File: src/rtl/im_loader_pkg.sv
// ---------------------------------------------------------------------------
// im_loader_pkg
// Shared constants for the instruction-memory loader: memory geometry,
// byte/word widths and the loader FSM state encoding.
// Ports: none (package).
// ---------------------------------------------------------------------------
package im_loader_pkg;

    // Target instruction memory geometry
    localparam int IM_DEPTH = 64;
    localparam int IM_AW    = 6;

    // Datapath widths
    localparam int WORD_W         = 32;
    localparam int BYTE_W         = 8;
    localparam int BYTES_PER_WORD = WORD_W / BYTE_W;
    localparam int BCNT_W         = 2;

    typedef logic [WORD_W-1:0] word_t;
    typedef logic [BYTE_W-1:0] byte_t;

    // Loader FSM encoding
    localparam logic [1:0] ST_IDLE  = 2'd0;
    localparam logic [1:0] ST_RECV  = 2'd1;
    localparam logic [1:0] ST_WRITE = 2'd2;
    localparam logic [1:0] ST_FIN   = 2'd3;

endpackage

File: src/rtl/im_loader_if.sv
// ---------------------------------------------------------------------------
// im_loader_if
// Bundles the control, byte-stream and memory-write signals of the loader.
// Ports (signals):
//   Start, Count, Abort        : load request / cancel from the controller
//   ByteValid, ByteData        : program byte stream from the source
//   ByteReady                  : loader accepts the current byte
//   WrEn, WrAddr, WrData       : instruction-memory write port
//   Busy, Done, Err            : loader status
// Modports: master = controller/source side, slave = loader side.
// ---------------------------------------------------------------------------
interface im_loader_if #(parameter int AW = im_loader_pkg::IM_AW);
    import im_loader_pkg::*;

    logic          Start;
    logic [AW:0]   Count;
    logic          Abort;
    logic          ByteValid;
    byte_t         ByteData;
    logic          ByteReady;
    logic          WrEn;
    logic [AW-1:0] WrAddr;
    word_t         WrData;
    logic          Busy;
    logic          Done;
    logic          Err;

    modport master (
        output Start, Count, Abort, ByteValid, ByteData,
        input  ByteReady, WrEn, WrAddr, WrData, Busy, Done, Err
    );

    modport slave (
        input  Start, Count, Abort, ByteValid, ByteData,
        output ByteReady, WrEn, WrAddr, WrData, Busy, Done, Err
    );

endinterface

File: src/rtl/im_loader_byte_packer.sv
// ---------------------------------------------------------------------------
// byte_packer
// Collects four bytes into one little-endian 32-bit word.
// Ports:
//   Clk, Reset  : clock, synchronous active-high reset
//   i_Clear     : restart assembly (counter and word to zero)
//   i_Push      : accept i_Byte this cycle
//   i_Byte      : incoming byte
//   o_Word      : assembled word (first pushed byte ends up in [7:0])
//   o_Full      : high in the cycle the last byte of a word is pushed
// ---------------------------------------------------------------------------
module byte_packer
    import im_loader_pkg::*;
(
    input  logic  Clk,
    input  logic  Reset,
    input  logic  i_Clear,
    input  logic  i_Push,
    input  byte_t i_Byte,
    output word_t o_Word,
    output logic  o_Full
);

    logic [BCNT_W-1:0] r_ByteCnt;
    word_t             r_Word;

    // Bytes shift in from the top, so after four pushes the first byte
    // has travelled down to bits [7:0].
    always_ff @(posedge Clk) begin
        if (Reset || i_Clear) begin
            r_ByteCnt <= '0;
            r_Word    <= '0;
        end else if (i_Push) begin
            r_ByteCnt <= r_ByteCnt + BCNT_W'(1);
            r_Word    <= {i_Byte, r_Word[WORD_W-1:BYTE_W]};
        end
    end

    // Combinational so the FSM can leave RECV on the same edge that
    // captures the final byte.
    assign o_Full = i_Push && (r_ByteCnt == BCNT_W'(BYTES_PER_WORD - 1));
    assign o_Word = r_Word;

endmodule

File: src/rtl/im_loader.sv
// ---------------------------------------------------------------------------
// im_loader
// Loads Count 32-bit words into instruction memory from a byte stream.
// Each word takes four byte transfers (RECV) and one write cycle (WRITE);
// a one-cycle FIN state reports Done.  Bad counts and aborts report Err.
// Ports:
//   Clk    : clock, all state changes on the rising edge
//   Reset  : synchronous active-high reset
//   bus    : im_loader_if slave modport (control, byte stream, write port,
//            status)
// ---------------------------------------------------------------------------
module im_loader
    import im_loader_pkg::*;
#(
    parameter int DEPTH = IM_DEPTH,
    parameter int AW    = IM_AW
)
(
    input logic        Clk,
    input logic        Reset,
    im_loader_if.slave bus
);

    localparam logic [AW:0] DEPTH_C = (AW+1)'(DEPTH);

    logic [1:0]    r_State;
    logic [1:0]    w_NextState;
    logic [AW:0]   r_Count;
    logic [AW-1:0] r_WordIdx;
    logic          r_Err;

    logic  w_InLoad;
    logic  w_Abort;
    logic  w_CountOk;
    logic  w_StartOk;
    logic  w_StartBad;
    logic  w_Accept;
    logic  w_LastWord;
    logic  w_PackClear;
    logic  w_Full;
    word_t w_Word;

    assign w_InLoad   = (r_State == ST_RECV) || (r_State == ST_WRITE);
    assign w_Abort    = w_InLoad && bus.Abort;
    assign w_CountOk  = (bus.Count != '0) && (bus.Count <= DEPTH_C);
    assign w_StartOk  = (r_State == ST_IDLE) && bus.Start && w_CountOk;
    assign w_StartBad = (r_State == ST_IDLE) && bus.Start && !w_CountOk;

    // Abort wins over a byte offered in the same cycle.
    assign w_Accept   = (r_State == ST_RECV) && bus.ByteValid && !bus.Abort;

    // Count >= 1 is guaranteed once latched, so Count-1 never underflows and
    // the index stops at DEPTH-1 at most.
    assign w_LastWord = ({1'b0, r_WordIdx} == (r_Count - (AW+1)'(1)));

    // A new word starts with an empty packer, both at load start and after
    // each write.
    assign w_PackClear = w_StartOk || (r_State == ST_WRITE);

    byte_packer u_packer (
        .Clk     (Clk),
        .Reset   (Reset),
        .i_Clear (w_PackClear),
        .i_Push  (w_Accept),
        .i_Byte  (bus.ByteData),
        .o_Word  (w_Word),
        .o_Full  (w_Full)
    );

    // Next-state selection for the load sequence.
    always_comb begin
        w_NextState = r_State;
        case (r_State)
            ST_IDLE: begin
                if (w_StartOk) begin
                    w_NextState = ST_RECV;
                end
            end
            ST_RECV: begin
                if (bus.Abort) begin
                    w_NextState = ST_IDLE;
                end else if (w_Full) begin
                    w_NextState = ST_WRITE;
                end
            end
            ST_WRITE: begin
                if (bus.Abort) begin
                    w_NextState = ST_IDLE;
                end else if (w_LastWord) begin
                    w_NextState = ST_FIN;
                end else begin
                    w_NextState = ST_RECV;
                end
            end
            default: begin
                w_NextState = ST_IDLE;
            end
        endcase
    end

    // State, latched count, word index and the registered Err pulse.
    // Reset drops any pending Err so a mid-load reset is silent.
    always_ff @(posedge Clk) begin
        if (Reset) begin
            r_State   <= ST_IDLE;
            r_Count   <= '0;
            r_WordIdx <= '0;
            r_Err     <= 1'b0;
        end else begin
            r_State <= w_NextState;
            r_Err   <= w_StartBad || w_Abort;
            if (w_StartOk) begin
                r_Count   <= bus.Count;
                r_WordIdx <= '0;
            end else if ((r_State == ST_WRITE) && !bus.Abort && !w_LastWord) begin
                r_WordIdx <= r_WordIdx + AW'(1);
            end
        end
    end

    // Status and strobes are masked by Reset so they read zero for the whole
    // reset cycle, not only after the reset edge.
    assign bus.ByteReady = !Reset && (r_State == ST_RECV) && !bus.Abort;
    assign bus.WrEn      = !Reset && (r_State == ST_WRITE) && !bus.Abort;
    assign bus.WrAddr    = Reset ? '0 : r_WordIdx;
    assign bus.WrData    = w_Word;
    assign bus.Busy      = !Reset && (r_State != ST_IDLE);
    assign bus.Done      = !Reset && (r_State == ST_FIN);
    assign bus.Err       = !Reset && r_Err;

endmodule
File: src/flat_wrapper.sv
// flat-port wrapper written by rule: the top's interface ports become plain ports
module im_loader_flat import im_loader_pkg::*;
#(
    parameter int DEPTH = IM_DEPTH,
    parameter int AW    = IM_AW
)
  (Clk, Reset, bus_Start, bus_Count, bus_Abort, bus_ByteValid, bus_ByteData, bus_ByteReady, bus_WrEn, bus_WrAddr, bus_WrData, bus_Busy, bus_Done, bus_Err);
  im_loader_if #(.AW(AW)) bus_i ();
  input logic Clk;
  input logic Reset;
  input wire logic [$bits(bus_i.Start)-1:0] bus_Start;
  input wire logic [$bits(bus_i.Count)-1:0] bus_Count;
  input wire logic [$bits(bus_i.Abort)-1:0] bus_Abort;
  input wire logic [$bits(bus_i.ByteValid)-1:0] bus_ByteValid;
  input wire logic [$bits(bus_i.ByteData)-1:0] bus_ByteData;
  output wire logic [$bits(bus_i.ByteReady)-1:0] bus_ByteReady;
  output wire logic [$bits(bus_i.WrEn)-1:0] bus_WrEn;
  output wire logic [$bits(bus_i.WrAddr)-1:0] bus_WrAddr;
  output wire logic [$bits(bus_i.WrData)-1:0] bus_WrData;
  output wire logic [$bits(bus_i.Busy)-1:0] bus_Busy;
  output wire logic [$bits(bus_i.Done)-1:0] bus_Done;
  output wire logic [$bits(bus_i.Err)-1:0] bus_Err;
  assign bus_i.Start = bus_Start;
  assign bus_i.Count = bus_Count;
  assign bus_i.Abort = bus_Abort;
  assign bus_i.ByteValid = bus_ByteValid;
  assign bus_i.ByteData = bus_ByteData;
  assign bus_ByteReady = bus_i.ByteReady;
  assign bus_WrEn = bus_i.WrEn;
  assign bus_WrAddr = bus_i.WrAddr;
  assign bus_WrData = bus_i.WrData;
  assign bus_Busy = bus_i.Busy;
  assign bus_Done = bus_i.Done;
  assign bus_Err = bus_i.Err;
  im_loader #(.DEPTH(DEPTH), .AW(AW)) u_core (.Clk(Clk), .Reset(Reset), .bus(bus_i));
endmodule
File: config.mk
export PLATFORM = sky130hd
export DESIGN_NAME = im_loader_flat
export DESIGN_NICKNAME = d
export VERILOG_FILES = /design/src/rtl/im_loader_pkg.sv /design/src/rtl/im_loader_if.sv /design/src/rtl/im_loader_byte_packer.sv /design/src/rtl/im_loader.sv /design/src/flat_wrapper.sv
export SDC_FILE = /design/constraint.sdc
export NUM_CORES = 1
export LEC_CHECK = 0
export CAP_MARGIN = 15
export CORE_AREA = 3 3 56 109
export CTS_CLUSTER_SIZE = 14
export DETAILED_ROUTE_END_ITERATION = 8
export DIE_AREA = 0 0 59 112
export DONT_BUFFER_PORTS = 1
export GPL_TIMING_DRIVEN = 0
export HOLD_SLACK_MARGIN = 0.15
export PLACE_DENSITY = 0.55
export SYNTH_ARGS = -nofsm -noshare
export SYNTH_HDL_FRONTEND = slang
export SYNTH_SLANG_ARGS = --single-unit
File: constraint.sdc
create_clock -name Clk -period 5.9 [get_ports Clk]
set_input_delay 1.475 -clock Clk [delete_from_list [all_inputs] [get_ports Clk]]
set_output_delay 1.475 -clock Clk [all_outputs]
set_load 0.1 [all_outputs]
# Word-level counts from Yosys, hierarchy flattened
# Cells that the tools add are included.
dict set report totals {
  register_bits 50
  inputBits 20
  out_inout_bits 43
  elab_cells 54
}
dict set report classes {
  addsub 3
  n_lt_le_gt_ge 1
  n_eq_ne 7
  n_mux 7
  n_reduce_logical 30
}
# op n
set ops {}
lappend ops {{logical AND 1 bit} 17}
lappend ops {{2-to-1 mux 2 bit} 5}
lappend ops {{== test 6 x 7 -> 1 bit} 1}
lappend ops {{<= comparator 7 bit, second input constant} 1}
lappend ops {{nonzero test 7 bit} 1}
lappend ops {{subtractor 7 x 1 -> 7 bit, second input constant} 1}
lappend ops {{adder 6 x 1 -> 6 bit, second input constant} 1}
lappend ops {{== test 2 bit, second input constant} 3}
lappend ops {{2-to-1 mux 6 bit} 1}
lappend ops {{one-hot mux 2 bit (3 select lines)} 1}
lappend ops {{zero test 1 bit} 4}
lappend ops {{logical OR 1 bit} 4}
lappend ops {{inequality test 3 bit, second input constant} 1}
lappend ops {{adder 2 x 1 -> 2 bit, second input constant} 1}
lappend ops {{== test 2 x 1 -> 1 bit, second input constant} 1}
lappend ops {{zero test 2 bit} 1}
lappend ops {{inequality test 2 x 1 -> 1 bit, second input constant} 1}
lappend ops {{AND reduction 2 bit} 1}
lappend ops {{nonzero test 2 bit} 1}
lappend ops {{OR reduction 2 bit} 1}

# Longest topological paths before layout
# Gate-level depths: netlist of run 1.
dict set report depth {
  ltp_word 7
  depth_mapped 8
  ltp_nobuf 7
}

# Modules after synthesis
# Synthesis of run 1 repeated with hierarchy kept, for this count alone.
dict set report hier_totals {
  cells_unflattened 256
  area_unflattened_um2 2414.8
}
# mod instances cells_per_inst area_per_inst_um2 seq_area_each_um2
set by_module_without_submodules {}
lappend by_module_without_submodules {byte_packer 1 113 1276.2 680.7}
lappend by_module_without_submodules {im_loader 1 143 1138.6 320.3}

# Worst setup path before layout of run 1
# Ideal clock, no wire load.
dict set report synth_path {
  path_kind {input-to-output}
  startpoint {input Reset}
  endpoint {output bus_Done}
  t_arrival_ns 3.018
  required_ns 4.425
  setup_slack_ns 1.407
  path_stages 2
  n_path_buf 1
  path_cell_list {clkbuf_1 > nor2b_1}
}
dict set report synth_via {
  elab_chain_cells 2
}
# item line_no
set synth_lines {}
lappend synth_lines {{start, declared} flat_wrapper.sv:10} ;# input logic Reset;
lappend synth_lines {{zero test 1 bit} im_loader.sv:128} ;# assign bus.Done = !Reset && (r_State == ST_FIN);
lappend synth_lines {{logical AND 1 bit} im_loader.sv:128}
lappend synth_lines {{end, declared} flat_wrapper.sv:21} ;# output wire logic [$bits(bus_i.Done)-1:0] bus_Done;
# No other way between the ends.

# Worst setup path after layout of run 1
dict set report layout_path {
  startpoint {input Reset}
  endpoint {output bus_WrAddr[4]}
}
dict set report layout_via {
  elab_chain_cells 1
}
# item line_no
set layout_lines {}
lappend layout_lines {{2-to-1 mux 6 bit} im_loader.sv:125} ;# assign bus.WrAddr = Reset ? '0 : r_WordIdx;
lappend layout_lines {{end, declared} flat_wrapper.sv:18} ;# output wire logic [$bits(bus_i.WrAddr)-1:0] bus_WrAddr;
# No other way between the ends.

==> results of run 1 <==
where the power goes:
| group | switching (mW) | internal (mW) | leakage (nW) | total, mW |
|---|---|---|---|---|
| Sequential | 0.0105 | 0.341 | 0.404 | 0.352 |
| Clock | 0.123 | 0.0860 | 0.0489 | 0.209 |
| Combinational | 0.0433 | 0.0211 | 0.387 | 0.0645 |
| Total | 0.177 | 0.449 | 0.839 | 0.625 |
cells in the mapped netlist (all sizes together), types with 3 or more instances:
| cell | n |
|---|---|
| o21ai | 4 |
| nand2 | 83 |
| nand4 | 4 |
| inv | 8 |
| a21oi | 43 |
| nor2 | 15 |
| ha | 8 |
| dfxtp | 50 |
| mux2i | 12 |
| buf | 3 |
| clkbuf | 12 |
| nand2b | 8 |
| nor2b | 10 |
| xnor2 | 8 |
per-stage QoR:
step,std cells,power (mW)
floorplan,291,0.411
global placement,351,0.423
detailed placement,351,0.425
CTS,359,0.638
global route,359,0.655
finish,359,0.625
per-layer routing:
metal  vias to the layer above  part of all wire
li1                        982                 -
met1                       847              0.32
met2                        55              0.59
met3                         9             0.071
met4                         0             0.019
met5                         -                 0
worst max-delay path by stage:
stage               cells past startpoint            end  slack [ns]  startpoint
finish                                  2  bus_WrAddr[4]        1.72       Reset
floorplan                               2       bus_Done        1.41       Reset
global route                            2  bus_WrAddr[4]        1.67       Reset
global placement                        2        bus_Err        1.23       Reset
detailed placement                      2  bus_WrAddr[4]        1.70       Reset
CTS                                     2  bus_WrAddr[4]        1.70       Reset
final cells by class:
| type | count | area share |
|---|---|---|
| multi-input combinational | 218 | 0.505 |
| buffer | 15 | 0.0236 |
| inverter | 8 | 0.0118 |
| tap | 60 | 0.0295 |
| clock inverter | 3 | 0.00886 |
| clock buffer | 5 | 0.0271 |
| sequential | 50 | 0.394 |
state kept, by name (all words and copies together), names as in the netlist:
name	flops
u_core.u_packer.o_Word	32
u_core.r_Err	1
u_core.u_packer.r_ByteCnt	2
u_core.r_Count	7
u_core.r_WordIdx	6
u_core.r_State	2
logic make-up after synthesis:
group	count (synthesis)
AO/OA/AOI/OAI	58
multiplexers	12
AND/OR/NAND/NOR	132
adder cells (fa/ha/maj)	8
XOR/XNOR	8
buffers and inverters	23
flip-flops	50
==> results.md, run 1 <==
- The post-DP HPWL is 4.48 mm.
- The average cell area after synthesis is 8.07 um^2.
- Among cell families on the critical path, the largest total delay comes from simple AND/OR/NAND/NOR gates.
- The worst setup path is captured at a primary output.
- Of the total synthesized cell area, the portion taken by full adders, half adders and majority gates is 0.0426.
- The post-synthesis instance area is 2350 um^2.
- The number of gates resized after CTS was 0.
- The count of cells along the worst register-to-register path is 7.
- Setup repair after global routing left no endpoint under its margin.
- The layout has 561 filler cells.
- At the placement stage, the worst setup path has a slack of 1.70 ns.
- The detailed-route DRC error count is 0.
- For the pin with the worst max-slew slack, the measured transition is 1.08 ns.
- The run finished with clean final reports.
- The CTS H-tree depth is 2.
- The multi-input combinational cell area is 1280 um^2.
- Across all hold checks on the routed design, the worst slack comes to 0.466 ns.
- The final instance area is 2540 um^2.
- The first TritonRoute pass finished after 4 iterations.
- The setup TNS is 0 ns.
- The core area is 5420 um^2.
- The class of the most critical hold timing path is reg2reg.
- Summed over all layers, the global routing overflow is 0.
- The count of nets left with antenna violations once routing finished came out at 0.
- The complex-gate fraction of the synthesized area is 0.156.
- The stage delay of the slowest cell on the critical path is 0.93 ns.
- The post-synthesis share of cell area spent on xor and xnor gates is 0.0298.
- The routing usage on met3 is 0.0522.
- The share of the clock period used by the worst path is 0.708.
- After synthesis, the share of cell area in mux cells is 0.0511.
- The die is 59 um wide.
- The congestion estimate from routability-driven global placement came to 0.795.
- The number of nets produced by synthesis is 319.
- The power density of the placed cells is 246 nW/um^2.
- In the final routed layout, each cell accounts on average for 15.5 um.
- The post-detailed-placement cell area is 2450 um^2.
- The layer with the highest usage is met2.
- The endpoint arrival time on the critical path is 2.70 ns.
- The slack of the worst reg-to-reg path is 3.77 ns.
- The number of buffers and inverters on the critical path is 1.
- In the final layout, the share of cells above drive strength 1 is 0.110.
- The sequential cell area is 1000 um^2.
- The clock passes through at most 2 buffers.
- In this run the tightest slew margin relative to its limit is 0.282.
- The number of setup buffers added after CTS is 0.
- The critical path goes through clkbuf_1, nor2b_2.
- The critical-path cell with the highest stage delay is sky130_fd_sc_hd__nor2b_2.
- The number of hold buffers added after CTS is 0.
- The die covers 6610 um^2.
- The die is 112 um tall.
- Across the run, the number of max-cap violations was 0.
- The final number of setup-violating endpoints is 0.
- The total routed wirelength is 5.58 mm.
- Counting flops with an async set or reset pin after synthesis yields a share of 0.
- The count of input and output buffers is 0.
- The repair_antennas step left the layout with diodes totalling 0.
- The critical path in this run is classified as in2out.
- The number of instances in the synthesized netlist is 291.
- The hold path depth is 2.
- During synthesis, Yosys emitted a total of 0 warnings.
- The number of vias per cell after detailed routing is 5.27.
- The critical path launch point type is an input port.
- The later pin in the worst-skew pair is clocked with a latency of 0.31 ns.
- The number of unique standard cell types used by synthesis is 37.
- The pin count of the biggest net entering global routing is 18.
- The final worst slack is 1.72 ns.
- The library cells used most frequently in the layout, excluding fill and tap cells, are 83 x sky130_fd_sc_hd__nand2_1, 50 x sky130_fd_sc_hd__dfxtp_1, 42 x sky130_fd_sc_hd__a21oi_1.
- The required time of the critical path is 4.43 ns.
- After synthesis, the largest family of logic cells by area is simple AND/OR/NAND/NOR gates.
- The post-synthesis share of cell area spent on and, or, nand and nor gates is 0.256.
- The number of cell rows is 38.
- The starting DRC count in detailed routing is 51.
- TritonCTS built the clock tree.
- The hold path startpoint is u_core.u_packer.r_ByteCnt[1]$_SDFFE_PP0P_.
- Counting flops and latches in the post-synthesis netlist gives 50.
- The first global-routing pass estimated 8.93 mm of wire.
- The global routing usage on met2 is 0.352.
- The total count of hold-check failures in the final report is 0.
- Ranked by total cell area, the synthesized netlist is headed by sky130_fd_sc_hd__dfxtp_1 43%, sky130_fd_sc_hd__nand2_1 13%, sky130_fd_sc_hd__a21oi_1 9.0%.
- The sequential fraction of the synthesis area is 0.426.
- In the global route stage, overall resource usage came out at 0.178.
- After clock tree synthesis, the clock-pin slew on the worst setup and hold paths is 0.10 ns.
- The effective utilization at floorplan is 0.433.
- 63 I/O pins were placed.
- The met1 usage in global routing is 0.151.
- The clock sink total is 50.
- The setup clock skew after layout is 0.00624 ns.
- The core utilization of the finished layout is 0.469.
- The via count is 1893.
- The worst reg2reg path endpoint is u_core.r_State[1]$_SDFFE_PP0P_.
- The area growth from synthesis to layout is 8.26%.
- The max-slew violation count is 0.
- The time the final worst path needs with I/O delays and setup is 4.18 ns.
- The maximum clock rate is 239 MHz.
- Summed over all instances, the cell type with the most area after synthesis is sky130_fd_sc_hd__dfxtp_1.
- Of all nets on the critical path, the largest fanout is 10.
- The number of synthesized flops with an enable pin is 0.
- TritonCTS created 5 clock buffers.
- The reg-to-reg critical path startpoint is u_core.r_Count[0]$_SDFFE_PP0P_.
- The number of global-route vias before repair was 1970.
- Leaving out fill and tap cells, the most frequent cell in the layout is sky130_fd_sc_hd__nand2_1.
- Summed over all cells, the static leakage comes to 0.839 nW.
- The leading register cell type out of synthesis is sky130_fd_sc_hd__dfxtp_1.
- The share of synthesized area in the top cell type comes to 0.426.
- The capture endpoint of the worst hold path is u_core.u_packer.r_ByteCnt[1]$_SDFFE_PP0P_.
- The peak ir drop on the vdd network is 0.186 mV.
- The net count reported at finish is 326.
- The initial antenna violation count is 0.
- The cell sitting at the root of the clock tree is a sky130_fd_sc_hd__clkbuf_8.
(Power assumes the default switching activity.)
==> run 2: changes to the inputs <==
--- a/config.mk
+++ b/config.mk
@@ -13,7 +13,7 @@
 export DONT_BUFFER_PORTS = 1
 export GPL_TIMING_DRIVEN = 0
 export HOLD_SLACK_MARGIN = 0.15
-export PLACE_DENSITY = 0.55
+export PLACE_DENSITY = 0.57
 export SYNTH_ARGS = -nofsm -noshare
 export SYNTH_HDL_FRONTEND = slang
 export SYNTH_SLANG_ARGS = --single-unit
==> constraint.sdc (replaced) <==
create_clock -name Clk -period 3.7 [get_ports Clk]
set_input_delay 0.925 -clock Clk [delete_from_list [all_inputs] [get_ports Clk]]
set_output_delay 0.925 -clock Clk [all_outputs]
set_load 0.1 [all_outputs]
==> run 2 against run 1 <==
First-iteration DRC count shrank 27%. Routed wire length shrank 0.86%. Non-clock buffer count is the same. Largest cell class unchanged. Total power grew 60%. Cell count is the same. Clock skew is essentially flat. Critical path depth is the same. Global-route usage shrank 0.13 points. Via count grew 0.42%. Register-to-register slack lost 2.2 ns.
==> results.md, run 2 (synthesis results as in run 1) <==
- The total buffers and inverters traversed by the critical path is 1 (unchanged).
- The class of the most critical hold timing path is reg2reg.
- The most frequent standard cell in the layout excluding fill and tap cells is sky130_fd_sc_hd__nand2_1.
- Setup repair after global routing left no endpoint under its margin.
- The net count reported at finish is 326 (unchanged).
- The number of buffers inserted during clock tree synthesis is 5 (unchanged).
- Traced cell by cell, the critical path runs through clkbuf_1, nor2b_2.
- The die width came to 59 um (unchanged).
- The capture endpoint of the worst hold path is u_core.u_packer.r_ByteCnt[1]$_SDFFE_PP0P_.
- The required time of the critical path is 2.77 ns (-1.66 ns).
- The stage delay of the slowest cell on the critical path came to 0.93 ns (about the same).
- The number of buffers on the longest clock path was 2 (unchanged).
- The pin count of the biggest net entering global routing is 16 (-2).
- The floorplan die area is 6610 um^2 (unchanged).
- The routed wire length per instance is 15.4 um (-0.86%).
- The global route total overflow is 0 (unchanged).
- The vertical extent of the die is 112 um (unchanged).
- The final instance area is 2550 um^2 (+0.15%).
- The worst-path maximum fanout is 10 (unchanged).
- The wire length of the first global-routing pass is 8.89 mm (-0.46%).
- The endpoint class of the critical path is a primary output.
- In this run the most critical hold path is launched from u_core.u_packer.r_ByteCnt[1]$_SDFFE_PP0P_.
- The post-detailed-placement cell area came to 2450 um^2 (unchanged).
- The boundary pin count is 63 (unchanged).
- The worst-skew pair later-pin latency is 0.31 ns (about the same).
- The detailed-route DRC error count was 0 (unchanged).
- The count of input and output buffers came to 0 (unchanged).
- The hold path depth is 2 (unchanged).
- The start point of the critical path is Reset.
- In this run the critical register-to-register path is launched from u_core.r_Count[2]$_SDFFE_PP0P_.
- The starting DRC count in detailed routing is 37 (-27%).
- The critical path launch point type is an input port.
- The number of antenna repair diodes is 0 (unchanged).
- The number of cell rows is 38 (unchanged).
- The number of buffers inserted to repair setup after CTS is 0 (unchanged).
- On the critical path, the stage with the largest delay is an instance of sky130_fd_sc_hd__nor2b_2.
- The flip-flop count of the largest register, all copies and words added is 32 (unchanged).
- The setup TNS is 0 ns (unchanged).
- The share of the clock period used by the worst path is 0.829.
- The maximum clock rate is 326 MHz.
- The number of nets with antenna violations after detailed routing is 0 (unchanged).
- The endpoint identified for the worst register-to-register timing path is u_core.r_State[1]$_SDFFE_PP0P_.
- The all-layer global routing usage came to 0.177 (-0.00131).
- The post-cts sizing count came to 0 (unchanged).
- The number of hold buffers added after CTS was 0 (unchanged).
- The fraction of final layout cells with drive strength greater than 1 is 0.110 (unchanged).
- The clock sink total was 50 (unchanged).
- The slew of the pin with the lowest slew margin is 1.07 ns (-0.00505 ns).
- The slack of the worst reg-to-reg path was 1.58 ns (-2.19 ns).
- The core area is 5420 um^2 (unchanged).
- The total count of hold-check failures in the final report is 0 (unchanged).
- The flow ran to the end, and the final reports show no timing, DRC or antenna violations.
- The weighted congestion at the end of routability-driven global placement was 0.783 (-1.5%).
- The endpoint arrival time on the critical path is 2.14 ns (-0.56 ns).
- The post-DP HPWL is 4.43 mm (-1.2%).
- The number of filler cells placed in the layout is 573 (+2.1%).
- The effective utilization at floorplan is 0.433 (unchanged).
- The clock root buffer is sky130_fd_sc_hd__clkbuf_8.
- The initial antenna violation count is 0 (unchanged).
- The max-cap violation count is 0 (unchanged).
- The clock-pin slew on the worst setup and hold paths is 0.09 ns (about the same).
- The final number of setup-violating endpoints came to 0 (unchanged).
- On the critical path the largest part of the delay comes from simple AND/OR/NAND/NOR gates.
- The setup clock skew after layout is 0.00663 ns (+0.000386 ns).
- The worst path needs 3.07 ns of the cycle, external delays included.
- The peak ir drop on the vdd network was 0.314 mV (+69%).
- The standby leakage power is 0.838 nW (-0.21%).
- TritonCTS built the clock tree.
- Compared with the post-synthesis result, the final layout area differs by 8.42%.
- The max-slew violation count was 0 (unchanged).
- The count of cells along the worst register-to-register path is 5 (-2).
- The count of TritonRoute iterations in the first routing pass came to 4 (unchanged).
- The remaining max-slew budget at the tightest pin is 0.285 (+0.00337).
- The critical path start-end classification is in2out.
- The power density of the placed cells is 392 nW/um^2 (+59%).
- The via count is 1901 (+0.42%).
- The number of vias per cell after detailed routing is 5.30 (+0.42%).
- In the layout the commonest cells are 83 x sky130_fd_sc_hd__nand2_1, 50 x sky130_fd_sc_hd__dfxtp_1, 42 x sky130_fd_sc_hd__a21oi_1.
- The CTS H-tree depth is 2 (unchanged).
- The total routed wirelength came to 5.53 mm (-0.86%).
- The number of global-route vias before repair was 1865 (-5.3%).
[run 2: cell count changes in the layout (fill, tap and decap cells not counted)]
cell and delta:
sky130_fd_sc_hd__inv_6 -2, sky130_fd_sc_hd__clkbuf_8 +1, sky130_fd_sc_hd__clkinvlp_4 +1
[run 2: area by class of cell]
class / count / area (um^2) / area share
buffer: 15 / 60.1 / 0.0236
tap: 60 / 75.1 / 0.0295
inverter: 8 / 30.0 / 0.0118
sequential: 50 / 1000 / 0.393
clock buffer: 6 / 82.6 / 0.0324
multi-input combinational: 218 / 1280 / 0.505
clock inverter: 2 / 12.5 / 0.00491
[run 2: routing by layer]
layer / share of wire / track usage / vias up
met5: 0 / 0 / -
met3: 0.087 / 0.0731 / 6
met1: 0.33 / 0.151 / 861
met2: 0.57 / 0.338 / 54
met4: 0.016 / 0.0696 / 0
li1: - / - / 980
[run 2: worst min-delay path, delay by kind of cell (launching register included)]
family	cells	cell delay, ns
compound gates	1	0.05
flops	1	0.32
simple gates	1	0.05
[run 2: power breakdown]
group / switching (mW) / internal (mW)
Sequential: 0.0172 / 0.544
Combinational: 0.0682 / 0.0336
Clock: 0.184 / 0.151
[run 2: worst max path at each step]
| stage | endpoint | depth (start not counted) |
|---|---|---|
| detailed placement | bus_WrAddr[5] | 2 |
| floorplan | bus_Done | 2 |
| CTS | bus_WrAddr[5] | 2 |
| global placement | bus_Err | 2 |
| global route | bus_WrAddr[3] | 2 |
| finish | bus_WrAddr[3] | 2 |
[run 2: stage by stage]
stage               hold slack (ns)  utilization  worst slack (ns)  cells  power [mW]
floorplan                     0.440            -             0.307    291       0.655
global placement              0.449        0.447             0.177    351       0.674
detailed placement            0.452        0.452             0.619    351       0.678
CTS                           0.465        0.470             0.616    359        1.01
global route                  0.506        0.470             0.575    359        1.05
finish                        0.465        0.470             0.632    359       0.998
==> run 3: changes to the inputs <==
==> constraint.sdc (replaced) <==
create_clock -name Clk -period 2.6 [get_ports Clk]
set_input_delay 0.65 -clock Clk [delete_from_list [all_inputs] [get_ports Clk]]
set_output_delay 0.65 -clock Clk [all_outputs]
set_load 0.1 [all_outputs]
==> run 3 against run 2 <==
Final area grew 2.6%. Combinational power grew 45%. Largest power group unchanged. Critical path depth is the same. Die area is the same.
==> results.md, run 3 (synthesis results as in run 1) <==
- The number of filler cells placed in the layout came to 552 (-3.7%).
- The sequential fraction of design power came to 0.498 (-0.065).
- The sequential cell area is 1000 um^2 (unchanged).
- The effective utilization at floorplan is 0.433 (unchanged).
- The count of cells along the worst register-to-register path is 6 (+1).
- The all-layer global routing usage is 0.176 (-0.000861).
- The start point of the critical path is Reset.
- The vertical extent of the die is 112 um (unchanged).
- The floorplan die area came to 6610 um^2 (unchanged).
- The number of vias per cell after detailed routing was 5.35 (+0.95%).
- Setup repair after global routing left no endpoint under its margin.
- The core utilization of the finished layout is 0.482 (+0.0122).
- The total buffers and inverters traversed by the critical path is 1 (unchanged).
- The design internal power was 1.21 mW (+66%).
- The number of global-route vias before repair is 1899 (+1.8%).
- The required time of the critical path is 1.95 ns (-0.82 ns).
- The initial antenna violation count is 0 (unchanged).
- The worst slack after detailed placement came to -0.185 ns (-0.804 ns).
- The number of nets with antenna violations after detailed routing was 0 (unchanged).
- The root buffer cell chosen for the clock tree is sky130_fd_sc_hd__clkbuf_8.
- The starting DRC count in detailed routing was 72 (+95%).
- The global routing stage identified its most utilized layer as met2.
- The number of placed cells counting well taps is 351 (unchanged).
- The most frequent standard cell in the layout excluding fill and tap cells is sky130_fd_sc_hd__nand2_1.
- The number of antenna repair diodes is 0 (unchanged).
- The count of input and output buffers is 0 (unchanged).
- The flow ran to the end, and the final reports show no timing, DRC or antenna violations.
- The clock sink total is 50 (unchanged).
- The core area is 5420 um^2 (unchanged).
- The total routed wirelength is 5.49 mm (-0.69%).
- The number of cell rows came to 38 (unchanged).
- The post-DP HPWL was 4.34 mm (-1.9%).
- The switching power came to 392 uW (+45%).
- In this design, the largest share of critical-path delay is due to simple AND/OR/NAND/NOR gates.
- The slew of the pin with the lowest slew margin is 1.06 ns (-0.00924 ns).
- The pin count of the biggest net entering global routing is 17 (+1).
- The routed wire length per instance was 15.3 um (-0.69%).
- The relative area change from synthesis to final layout is 11.2%.
- The boundary pin count is 63 (unchanged).
- Static timing analysis puts the maximum clock frequency at 397 MHz.
- The number of buffers inserted to repair setup after CTS is 0 (unchanged).
- The clock group share of total power came to 0.410 (+0.075).
- The weighted congestion at the end of routability-driven global placement was 0.792 (+1.1%).
- The number of hold buffers added after CTS came to 0 (unchanged).
- TritonCTS built the clock tree.
- The global routing usage on met2 was 0.332 (-0.00665).
- The net count reported at finish is 326 (unchanged).
- The die width came to 59 um (unchanged).
- The final instance count without filler cells was 359 (unchanged).
- The detailed-route DRC error count is 0 (unchanged).
- The post-cts sizing count is 1 (+1).
- The peak ir drop on the vdd network is 0.826 mV (+160%).
- The slack of the worst reg-to-reg path is 0.44 ns (-1.14 ns).
- The worst-path maximum fanout is 10 (unchanged).
- The share of total power consumed by net switching is 0.245 (-0.0252).
- The total count of hold-check failures in the final report is 0 (unchanged).
- The endpoint arrival time on the critical path was 1.87 ns (-0.27 ns).
- The via count came to 1919 (+0.95%).
- The number of buffers on the longest clock path is 2 (unchanged).
- The count of TritonRoute iterations in the first routing pass is 4 (unchanged).
- The number of buffers inserted during clock tree synthesis was 5 (unchanged).
- The max-slew violation count is 0 (unchanged).
- The endpoint class of the critical path is a primary output.
- The worst register-to-register path begins at u_core.r_State[1]$_SDFFE_PP0P_.
- The CTS H-tree depth is 2 (unchanged).
- The time the final worst path needs with I/O delays and setup is 2.52 ns.
- The stage delay of the slowest cell on the critical path came to 0.92 ns (about the same).
- The end point of the critical path is bus_ByteReady.
- The critical path depth is 2 (unchanged).
- The slowest stage of the critical path is the sky130_fd_sc_hd__nor2_2 cell.
- The worst hold slack across all endpoints came to 0.466 ns (+0.00174 ns).
- The fraction of final layout cells with drive strength greater than 1 is 0.110 (unchanged).
- The library cells used most frequently in the layout, excluding fill and tap cells, are 83 x sky130_fd_sc_hd__nand2_1, 50 x sky130_fd_sc_hd__dfxtp_1, 42 x sky130_fd_sc_hd__a21oi_1.
- The standby leakage power is 0.861 nW (+2.8%).
- The global route total overflow came to 0 (unchanged).
- The critical path goes through clkbuf_1, nor2_2.
- The power consumption is 1.60 mW (+60%).
- The share of the clock period used by the worst path is 0.968.
- The final number of setup-violating endpoints was 0 (unchanged).
- The final worst slack is 0.0829 ns (-0.550 ns).
- The worst setup path is of the in2out kind.
- The flip-flop count of the largest register, all copies and words added came to 32 (unchanged).
- The worst reg2reg path endpoint is u_core.r_State[0]$_SDFFE_PP0P_.
- The multi-input combinational cell area is 1310 um^2 (+1.9%).
- The remaining max-slew budget at the tightest pin is 0.289 (+0.00373).
- The wire length of the first global-routing pass is 8.85 mm (-0.47%).
- The class of the most critical hold timing path is in2reg.
- The power density of the placed cells was 613 nW/um^2 (+56%).
- The max-cap violation count was 0 (unchanged).
- The met1 usage in global routing came to 0.161 (+0.0103).
- STA classifies the critical path startpoint as an input port.
- The share of total power in combinational logic is 0.092 (-0.010).
- The setup clock skew after layout is 0.00756 ns (+0.000926 ns).
- The clock-pin slew on the worst setup and hold paths is 0.09 ns (about the same).
- The routing usage on met3 is 0.0568 (-0.0162).
- The worst-skew pair later-pin latency came to 0.31 ns (about the same).
run 3: layout make-up:
class | count | area share
multi-input combinational | 218 | 0.501
clock inverter | 3 | 0.0263
sequential | 50 | 0.383
inverter | 8 | 0.0115
tap | 60 | 0.0287
buffer | 15 | 0.0230
clock buffer | 5 | 0.0263
run 3: metrics by stage:
stage                     setup TNS, ns  cell area [um^2]
after global routing                  0              2610
after CTS                             0              2590
final                                 0              2610
after detailed placement          -5.85              2450
after floorplan                   -1.70              2360
after global placement            -7.25              2430
run 3: metal layers:
metal,part of all wire,wire length (um),vias up
met2,0.57,3110,51
met5,0,0,-
met4,0.021,116,0
li1,-,-,980
met3,0.071,389,8
met1,0.34,1870,880
run 3: worst min path at each step:
stage | depth (start not counted) | end | slack, ns | startpoint
after floorplan | 2 | u_core.u_packer.r_ByteCnt[1]$_SDFFE_PP0P_ | 0.44 | u_core.u_packer.r_ByteCnt[1]$_SDFFE_PP0P_
after global placement | 2 | u_core.u_packer.r_ByteCnt[1]$_SDFFE_PP0P_ | 0.45 | u_core.u_packer.r_ByteCnt[1]$_SDFFE_PP0P_
after detailed placement | 2 | u_core.u_packer.r_ByteCnt[1]$_SDFFE_PP0P_ | 0.46 | u_core.u_packer.r_ByteCnt[1]$_SDFFE_PP0P_
after CTS | 2 | u_core.u_packer.o_Word[28]$_SDFFE_PP0P_ | 0.45 | bus_ByteData[4]
after global routing | 2 | u_core.u_packer.o_Word[28]$_SDFFE_PP0P_ | 0.45 | bus_ByteData[4]
final | 2 | u_core.u_packer.o_Word[28]$_SDFFE_PP0P_ | 0.47 | bus_ByteData[4]
run 3: power by group through the flow:
stage / sequential, mW / combinational, mW / clock (mW)
after global placement: 0.815 / 0.145 / 0
after detailed placement: 0.816 / 0.147 / 0
after floorplan: 0.813 / 0.120 / 0
after CTS: 0.798 / 0.149 / 0.684
after global routing: 0.800 / 0.165 / 0.706
final: 0.798 / 0.148 / 0.656
